**config.mk**
```make
export PLATFORM = sky130hd
export DESIGN_NAME = fetch_stage
export DESIGN_NICKNAME = d
export VERILOG_FILES = /design/src/rtl/fetch_stage.sv
export SDC_FILE = /design/constraint.sdc
export NUM_CORES = 1
export LEC_CHECK = 0
export BUFFER_PORTS_ARGS = -buffer_cell sky130_fd_sc_hd__buf_4
export CORE_MARGIN = 2
export CORE_UTILIZATION = 54
export DETAILED_ROUTE_END_ITERATION = 7
export PLACE_DENSITY_LB_ADDON = 0.15
export RECOVER_POWER = 100
export SYNTH_ARGS = -nofsm -noshare
export SYNTH_HDL_FRONTEND = slang
export SYNTH_SLANG_ARGS = --single-unit
export TNS_END_PERCENT = 1
```
**constraint.sdc**
```tcl
create_clock -name clk -period 6.52 [get_ports clk]
set_input_delay 0.652 -clock clk [delete_from_list [all_inputs] [get_ports clk]]
set_output_delay 0.652 -clock clk [all_outputs]
set_load 0.1 [all_outputs]
```
**src/rtl/fetch_stage.sv**
```systemverilog
// MIPS instruction-fetch stage: owns the PC, drives instruction-memory address, fills IF/ID.
// Optional FETCH_ALIGN_CHECK_EN traps on misaligned redirect targets (sticky until reset).
module fetch_stage #(
  parameter logic [31:0] RESET_PC = 32'h0000_0000
) (
  input  logic        clk,
  input  logic        reset,
  input  logic        stall,
  input  logic        flush,
  input  logic        redirect,
  input  logic [31:0] redirect_target,
  output logic [31:0] address,
  input  logic [31:0] instruction,
  output logic [31:0] if_id_instruction,
  output logic [31:0] if_id_pc_plus4,
  output logic        if_id_valid,
  output logic [31:0] fetch_count,
  output logic        misaligned
);

  logic [31:0] pc_q, pc_d;
  logic [31:0] pc_plus4;
  logic [31:0] instr_q, instr_d;
  logic [31:0] pcp4_q, pcp4_d;
  logic        valid_q, valid_d;
  logic [31:0] count_q, count_d;
  logic        run;

`ifdef FETCH_ALIGN_CHECK_EN
  typedef enum logic {RUN, TRAP} state_e;
  state_e state_q, state_d;
  logic   mis_q, mis_d;

  assign run        = (state_q == RUN);
  assign misaligned = mis_q;
`else
  assign run        = 1'b1;
  assign misaligned = 1'b0;
`endif

  assign pc_plus4          = pc_q + 32'd4;
  assign address           = pc_q;
  assign if_id_instruction = instr_q;
  assign if_id_pc_plus4    = pcp4_q;
  assign if_id_valid       = valid_q;
  assign fetch_count       = count_q;

  always_comb begin
    pc_d    = pc_q;
    instr_d = instr_q;
    pcp4_d  = pcp4_q;
    valid_d = valid_q;
    count_d = count_q;
`ifdef FETCH_ALIGN_CHECK_EN
    state_d = state_q;
    mis_d   = mis_q;
`endif
    if (run) begin
      if (redirect) begin
`ifdef FETCH_ALIGN_CHECK_EN
        // Misaligned target freezes the PC and parks the stage in TRAP.
        if (redirect_target[1:0] != 2'b00) begin
          state_d = TRAP;
          mis_d   = 1'b1;
          valid_d = 1'b0;
        end else begin
          pc_d    = redirect_target;
          instr_d = '0;
          pcp4_d  = '0;
          valid_d = 1'b0;
        end
`else
        pc_d    = redirect_target & 32'hFFFF_FFFC;
        instr_d = '0;
        pcp4_d  = '0;
        valid_d = 1'b0;
`endif
      end else if (flush) begin
        instr_d = '0;
        pcp4_d  = '0;
        valid_d = 1'b0;
        if (!stall) pc_d = pc_plus4;
      end else if (!stall) begin
        pc_d    = pc_plus4;
        instr_d = instruction;
        pcp4_d  = pc_plus4;
        valid_d = 1'b1;
        count_d = count_q + 32'd1;
      end
    end
  end

  always_ff @(posedge clk or posedge reset) begin
    if (reset) begin
      pc_q    <= RESET_PC;
      instr_q <= '0;
      pcp4_q  <= '0;
      valid_q <= 1'b0;
      count_q <= '0;
`ifdef FETCH_ALIGN_CHECK_EN
      state_q <= RUN;
      mis_q   <= 1'b0;
`endif
    end else begin
      pc_q    <= pc_d;
      instr_q <= instr_d;
      pcp4_q  <= pcp4_d;
      valid_q <= valid_d;
      count_q <= count_d;
`ifdef FETCH_ALIGN_CHECK_EN
      state_q <= state_d;
      mis_q   <= mis_d;
`endif
    end
  end

endmodule

```
==> results.md, run 1 <==
* Total grt overflow at 0
* Vias per Instance at 5.42
* CP max FO at 63
* Final antenna-violating net count at 0
* CP required at 6.95 ns
* CTS Sinks at 126
* R2r startpoint: address[2]
* Hold Slack at 0.344 ns
* Fmax at 0.258 GHz
* DRT iter0 DRCs at 259
* MaxCap Viol Count at 4
* Starting Density at 55.1%
* Ys Warns at 0
* Gr usage total at 25.2%
* Hold path endpoint: address[30]
* Setup Fix Bufs, Post-CTS at 0
* Critical Path Stages at 7
* Number of cells after detailed placement at 864
* PwrDens at 313 nW/um^2
* Slew margin rel. at -52.0%
* Skew final at 0.00970 ns
* CTS tree: built
* H-tree Lvls at 4
* Clock-pin slew on the worst setup and hold paths at 0.06 ns
* Tcrit/Tclk final at 59.4%
* Port Buffer Count at 193
* Wire per inst at 16.4 um
* Number of global-route vias before repair at 4585
* Peak supply drop at 0.168 mV
* Post-cts sizing count at 0
* Hold Crit Depth at 3
* Detailed Place HPWL at 10300 um
* RR Endpoint: address[12]
* Core Area at 10700 um^2
* Total chip power at 2.32 mW
* Vias at 4858
* Fin cells at 896
* Run status: complete, but fails checks
* Die ar. at 11800 um^2
* Fill cells at 929
* Slowest stage delay, CP at 1.29 ns
* Die W at 109 um
* Endpoints failing hold at 0
* Worst path top cell family by delay: buffers and inverters
* Fin crit period at 3.87 ns
* WL final at 14700 um
* Critical path launch point type: input port
* Distinct cells, synth at 38
* Most common cell after layout, fill and taps aside: clkbuf_1
* Crit-path cells: clkbuf_1 > nor3_1 > clkbuf_1 > and3_1 > nand2_1 > nor2_1 > xor2_1
* Critical-path top delay cell: clkbuf_1
* Largest net degree at the start of global routing at 80
* Critical path buffer and inverter count at 2
* Final setup TNS at 0 ns
* DIE HEIGHT at 109 um
* # nets final at 814
* Critical path class: in -> reg
* Post-Synthesis Cell Area at 5920 um^2
* Most frequent cell on the critical path: clkbuf_1
* Reg2reg path depth at 6
* Share of layout cells above drive strength 1 at 14.0%
* IO Pins at 199
* Crit. End Element: register
* Mapped Cells at 564
* CTS root buffer: clkbuf_8
* Initial antenna violation count at 0
* Skew-Pair Late Insertion Delay at 0.51 ns
* Remaining design rule violation count at 0
* Arr. time, crit path at 4.30 ns
* Most frequent cells in the layout: 132 x clkbuf_1, 126 x dfrtp_1, 88 x nand2_1
* HP Start: redirect_target[30]
* Antenna diode count at 0
* Worst Setup Slack, final at 2.65 ns
* Clock Path Buffers at 2
* FF+latch count, synth at 126
* RSZ-0062 raised after global routing: false
* Final Max Slew Viols at 233
* Final setup viols at 0
* First-pass GRT wire length at 22900 um
* Post-CTS Hold Fix Bufs at 0
* DP Area at 7410 um^2
* Design area at 7410 um^2
* Sequential element share of the synthesized area at 53.3%
* Reg-to-reg slack, setup at 3.80 ns
* GPL Wtd Cong at 0.821
* Cell row count at 38
* Hold crit path type: in -> reg
* Leakage at 3.19 nW
* Final Util at 69.0%
* Pre-antenna DRT Iters at 4
* DP Worst Slack at 3.90 ns
* Least-Margin Pin Slew at 2.28 ns
* CTS buffer count at 17
* Failing checks: max-capacitance violations, max-slew violations
* Syn Area/Cell at 10.5 um^2
* Synthesis-to-layout area growth at 25.2%
[worst register-to-register path, delay by kind of cell, from the launching register on]
family,cells,cell delay [ns]
flops,1,0.47
compound gates,1,0.09
fa+ha+maj,1,0.25
simple gates,3,1.56
xor+xnor,1,0.14
[report_power, final]
part	switching (mW)	internal (mW)
Combinational	0.438	0.0904
Clock	0.329	0.572
Sequential	0.0618	0.827
[sequential cells by signal, summed over array words and instances (netlist names)]
name	count
if_id_valid	1
address	30
if_id_pc_plus4	31
fetch_count	32
if_id_instruction	32
[synth_stat cells]
library cell / instances / area, um^2
conb_1: 1 / 3.75
nor4b_2: 2 / 30.0
nand4_1: 18 / 113
ha_1: 2 / 25.0
nor4_4: 3 / 63.8
or3_4: 1 / 11.3
mux2i_1: 1 / 10.0
buf_4: 7 / 52.6
a22o_1: 35 / 307
buf_1: 1 / 3.75
nor3_1: 4 / 20.0
nor4b_1: 2 / 17.5
nor3_2: 2 / 20.0
nor4_2: 3 / 37.5
buf_2: 7 / 35.0
and3b_1: 1 / 8.76
nand2_1: 88 / 330
nor3b_1: 1 / 7.51
nand3_1: 32 / 160
or2_1: 3 / 18.8
xnor2_1: 47 / 412
and3_1: 13 / 81.3
nor2b_1: 2 / 12.5
nor2_2: 1 / 6.26
dfrtp_1: 126 / 3150
xor2_1: 41 / 359
and2_1: 4 / 25.0
o21ai_1: 52 / 260
clkbuf_1: 23 / 86.3
inv_1: 2 / 7.51
nand3_4: 1 / 17.5
o21ai_0: 5 / 25.0
buf_6: 1 / 11.3
nand4b_1: 1 / 8.76
nor4_1: 8 / 50.1
and4_1: 6 / 52.6
nand3_2: 2 / 20.0
nor2_1: 15 / 56.3
[logic make-up after synthesis]
| logic type | synth area share (%) |
|---|---|
| other cells | 0.0634 |
| buf+inv | 3.32 |
| simple gates | 19.7 |
| flops | 53.3 |
| mux | 0.169 |
| xor+xnor | 13.0 |
| fa+ha+maj | 0.423 |
| compound gates | 10.0 |
[how the worst max path moves through the flow]
stage | start | end | slack (ns)
after global routing | redirect | fetch_count[21] | 2.32
after global placement | redirect | fetch_count[22] | 3.92
final | redirect | fetch_count[21] | 2.65
after floorplan | reset | address[10] | 2.51
after detailed placement | redirect | fetch_count[20] | 3.90
after CTS | address[2] | address[12] | 4.24
[cell type report]
type                            instances  area [um^2]  area share, %
Timing Repair Buffer                  197          988           13.3
Clock inverter                         10          113           1.52
Tap cell                              140          175           2.36
Multi-Input combinational cell        399         2510           33.9
Sequential cell                       126         3150           42.5
Inverter                                2         8.76          0.118
Clock buffer                           22          463           6.25
[layer usage]
metal	GRT usage (%)	vias up	wire length (um)
li1	-	2317	-
met1	33.0	2352	6300
met2	40.4	173	7130
met3	7.23	16	1040
met4	8.61	0	213
met5	0	-	0
(Power assumes the default switching activity.)
==> run 2, diff against run 1 <==
- CORE_UTILIZATION: 54 -> 46
- clock period: 6.52 -> 3.29 ns (I/O delays scaled with it)
==> run 2 against run 1 <==
The run still ends with max-capacitance violations, max-slew violations left. Worst setup slack lost 1.9 ns. Global-route usage shrank 2.6 points. Power grew 96%. Via count shrank 0.95%. Die area grew 17%. Combinational power grew 98%. Clock skew shrank 0.0031 ns. Sequential power grew 98%. Count of clock-buffer cells in the layout grew 1. Wire length grew 3.2%. Critical endpoint is now address[12].
==> results.md, run 2 (same netlist as run 1, synthesis figures left out) <==
* Run status: complete, but fails checks
* Failing checks: max-capacitance violations, max-slew violations
* WL final at 15100 um
* Cell row count at 41
* Peak supply drop at 0.328 mV
* Clock Path Buffers at 2
* First-pass GRT wire length at 25100 um
* # nets final at 816
* Uppermost routed layer: met4
* PwrDens at 612 nW/um^2
* Core Area at 12600 um^2
* CTS tree: built
* Leakage at 3.21 nW
* Vias per Instance at 5.19
* Post-CTS Hold Fix Bufs at 0
* Cell internal pwr at 2.92 mW
* Slew margin rel. at -18.2%
* Net Sw Power at 1.62 mW
* Critical-path top delay cell: nor3_1
* Switch share at 35.7%
* Port Buffer Count at 193
* MaxCap Viol Count at 2
* Endpoints failing hold at 0
* Starting Density at 47.1%
* Worst Setup Slack, final at 0.721 ns
* Crit-path cells: ha_1 > nand3_1 > nor3_1 > and3_1 > xnor2_1 > o21ai_0
* DRT iter0 DRCs at 234
* Crit. End Element: register
* Critical path launch point type: register
* Final Util at 59.0%
* Reg power frac at 38.8%
* CP required at 3.56 ns
* Critical path buffer and inverter count at 0
* Die ar. at 13800 um^2
* Post-cts sizing count at 0
* Least-Margin Pin Slew at 1.77 ns
* Final Max Slew Viols at 71
* Pre-antenna DRT Iters at 4
* Final setup viols at 0
* Fin crit period at 2.57 ns
* DIE HEIGHT at 117 um
* Routed wl met2 at 7120 um
* Detailed Place HPWL at 10600 um
* CTS buffer count at 17
* Initial antenna violation count at 0
* Gr usage total at 22.6%
* Most common cell after layout, fill and taps aside: clkbuf_1
* Fin cells at 928
* Vias at 4812
* Wire per inst at 16.3 um
* H-tree Lvls at 4
* Combinational group share of total power at 23.0%
* Synthesis-to-layout area growth at 25.3%
* Worst path top cell family by delay: simple AND/OR/NAND/NOR gates
* Routed wl met3 at 898 um
* DP Worst Slack at 0.902 ns
* CTS root buffer: clkbuf_16
* CTS Sinks at 126
* Hold crit path type: in -> reg
* Skew-Pair Late Insertion Delay at 0.41 ns
* Share of layout cells above drive strength 1 at 13.2%
* CP max FO at 8
* Tcrit/Tclk final at 78.1%
* RSZ-0062 raised after global routing: false
* Critical path class: reg -> reg
* Number of cells after detailed placement at 898
* Remaining design rule violation count at 0
* IO Pins at 199
* Fmax at 0.389 GHz
* Largest net degree at the start of global routing at 64
* Skew final at 0.00658 ns
* Antenna diode count at 0
* Hold Slack at 0.125 ns
* GPL Wtd Cong at 0.793
* Total grt overflow at 0
* Setup Fix Bufs, Post-CTS at 0
* Arr. time, crit path at 2.84 ns
* Clock-pin slew on the worst setup and hold paths at 0.05 ns
* Clock power frac at 38.2%
* Most frequent cells in the layout: 132 x clkbuf_1, 126 x dfrtp_1, 88 x nand2_1
* Slowest stage delay, CP at 0.85 ns
* Final setup TNS at 0 ns
* Final antenna-violating net count at 0
* M1 wire length at 6900 um
* Die W at 117 um
* Number of global-route vias before repair at 4809
==> run 2: power by group through the flow <==
stage          logic [mW]  registers [mW]  clock network [mW]
3_3_place_gp         1.14            1.78                   0
5_1_grt              1.09            1.78                1.84
3_5_place_dp         1.14            1.79                   0
4_1_cts              1.14            1.76                1.77
6_report             1.05            1.76                1.74
2_1_floorplan       0.241            2.40                   0
==> run 2: area by class of cell <==
type                       count  area, um^2
timing repair buffer         199        1000
fill                        1203        5150
inverter                       2        8.76
tap                          172         215
multi-input combinational    399        2490
clock inverter                 7        62.6
sequential                   126        3150
clock buffer                  23         488
==> run 2: per-layer routing <==
| layer | track usage (%) | vias up |
|---|---|---|
| met5 | 0 | - |
| met4 | 8.43 | 0 |
| met3 | 5.98 | 17 |
| met2 | 35.7 | 179 |
| met1 | 29.9 | 2307 |
| li1 | - | 2309 |
==> run 2: worst register-to-register path, stage by stage, from the launching register on <==
cell and delay (ns):
dfrtp_1 0.48, ha_1 0.27, nand3_1 0.34, nor3_1 0.85, and3_1 0.28, xnor2_1 0.13
o21ai_0 0.09
==> run 2: per-stage QoR <==
stage                     area (um^2)  power [mW]
after global routing             7420        4.71
after detailed placement         7470        2.93
after floorplan                  5930        2.64
after global placement           7470        2.92
final                            7420        4.54
after CTS                        8030        4.68
==> run 2: worst paths after layout <==
check                                    start               endpoint  slack [ns]  cells past startpoint
setup / recovery                    address[2]            address[12]        0.72                      6
hold / removal             redirect_target[19]            address[19]        0.13                      3
setup reg to reg                    address[2]            address[12]        0.72                      6
hold reg to reg                fetch_count[31]        fetch_count[31]        0.48                      1
max in group asynchronous                reset  if_id_instruction[13]        1.20                      3
min in group asynchronous                reset         fetch_count[9]        0.17                      2
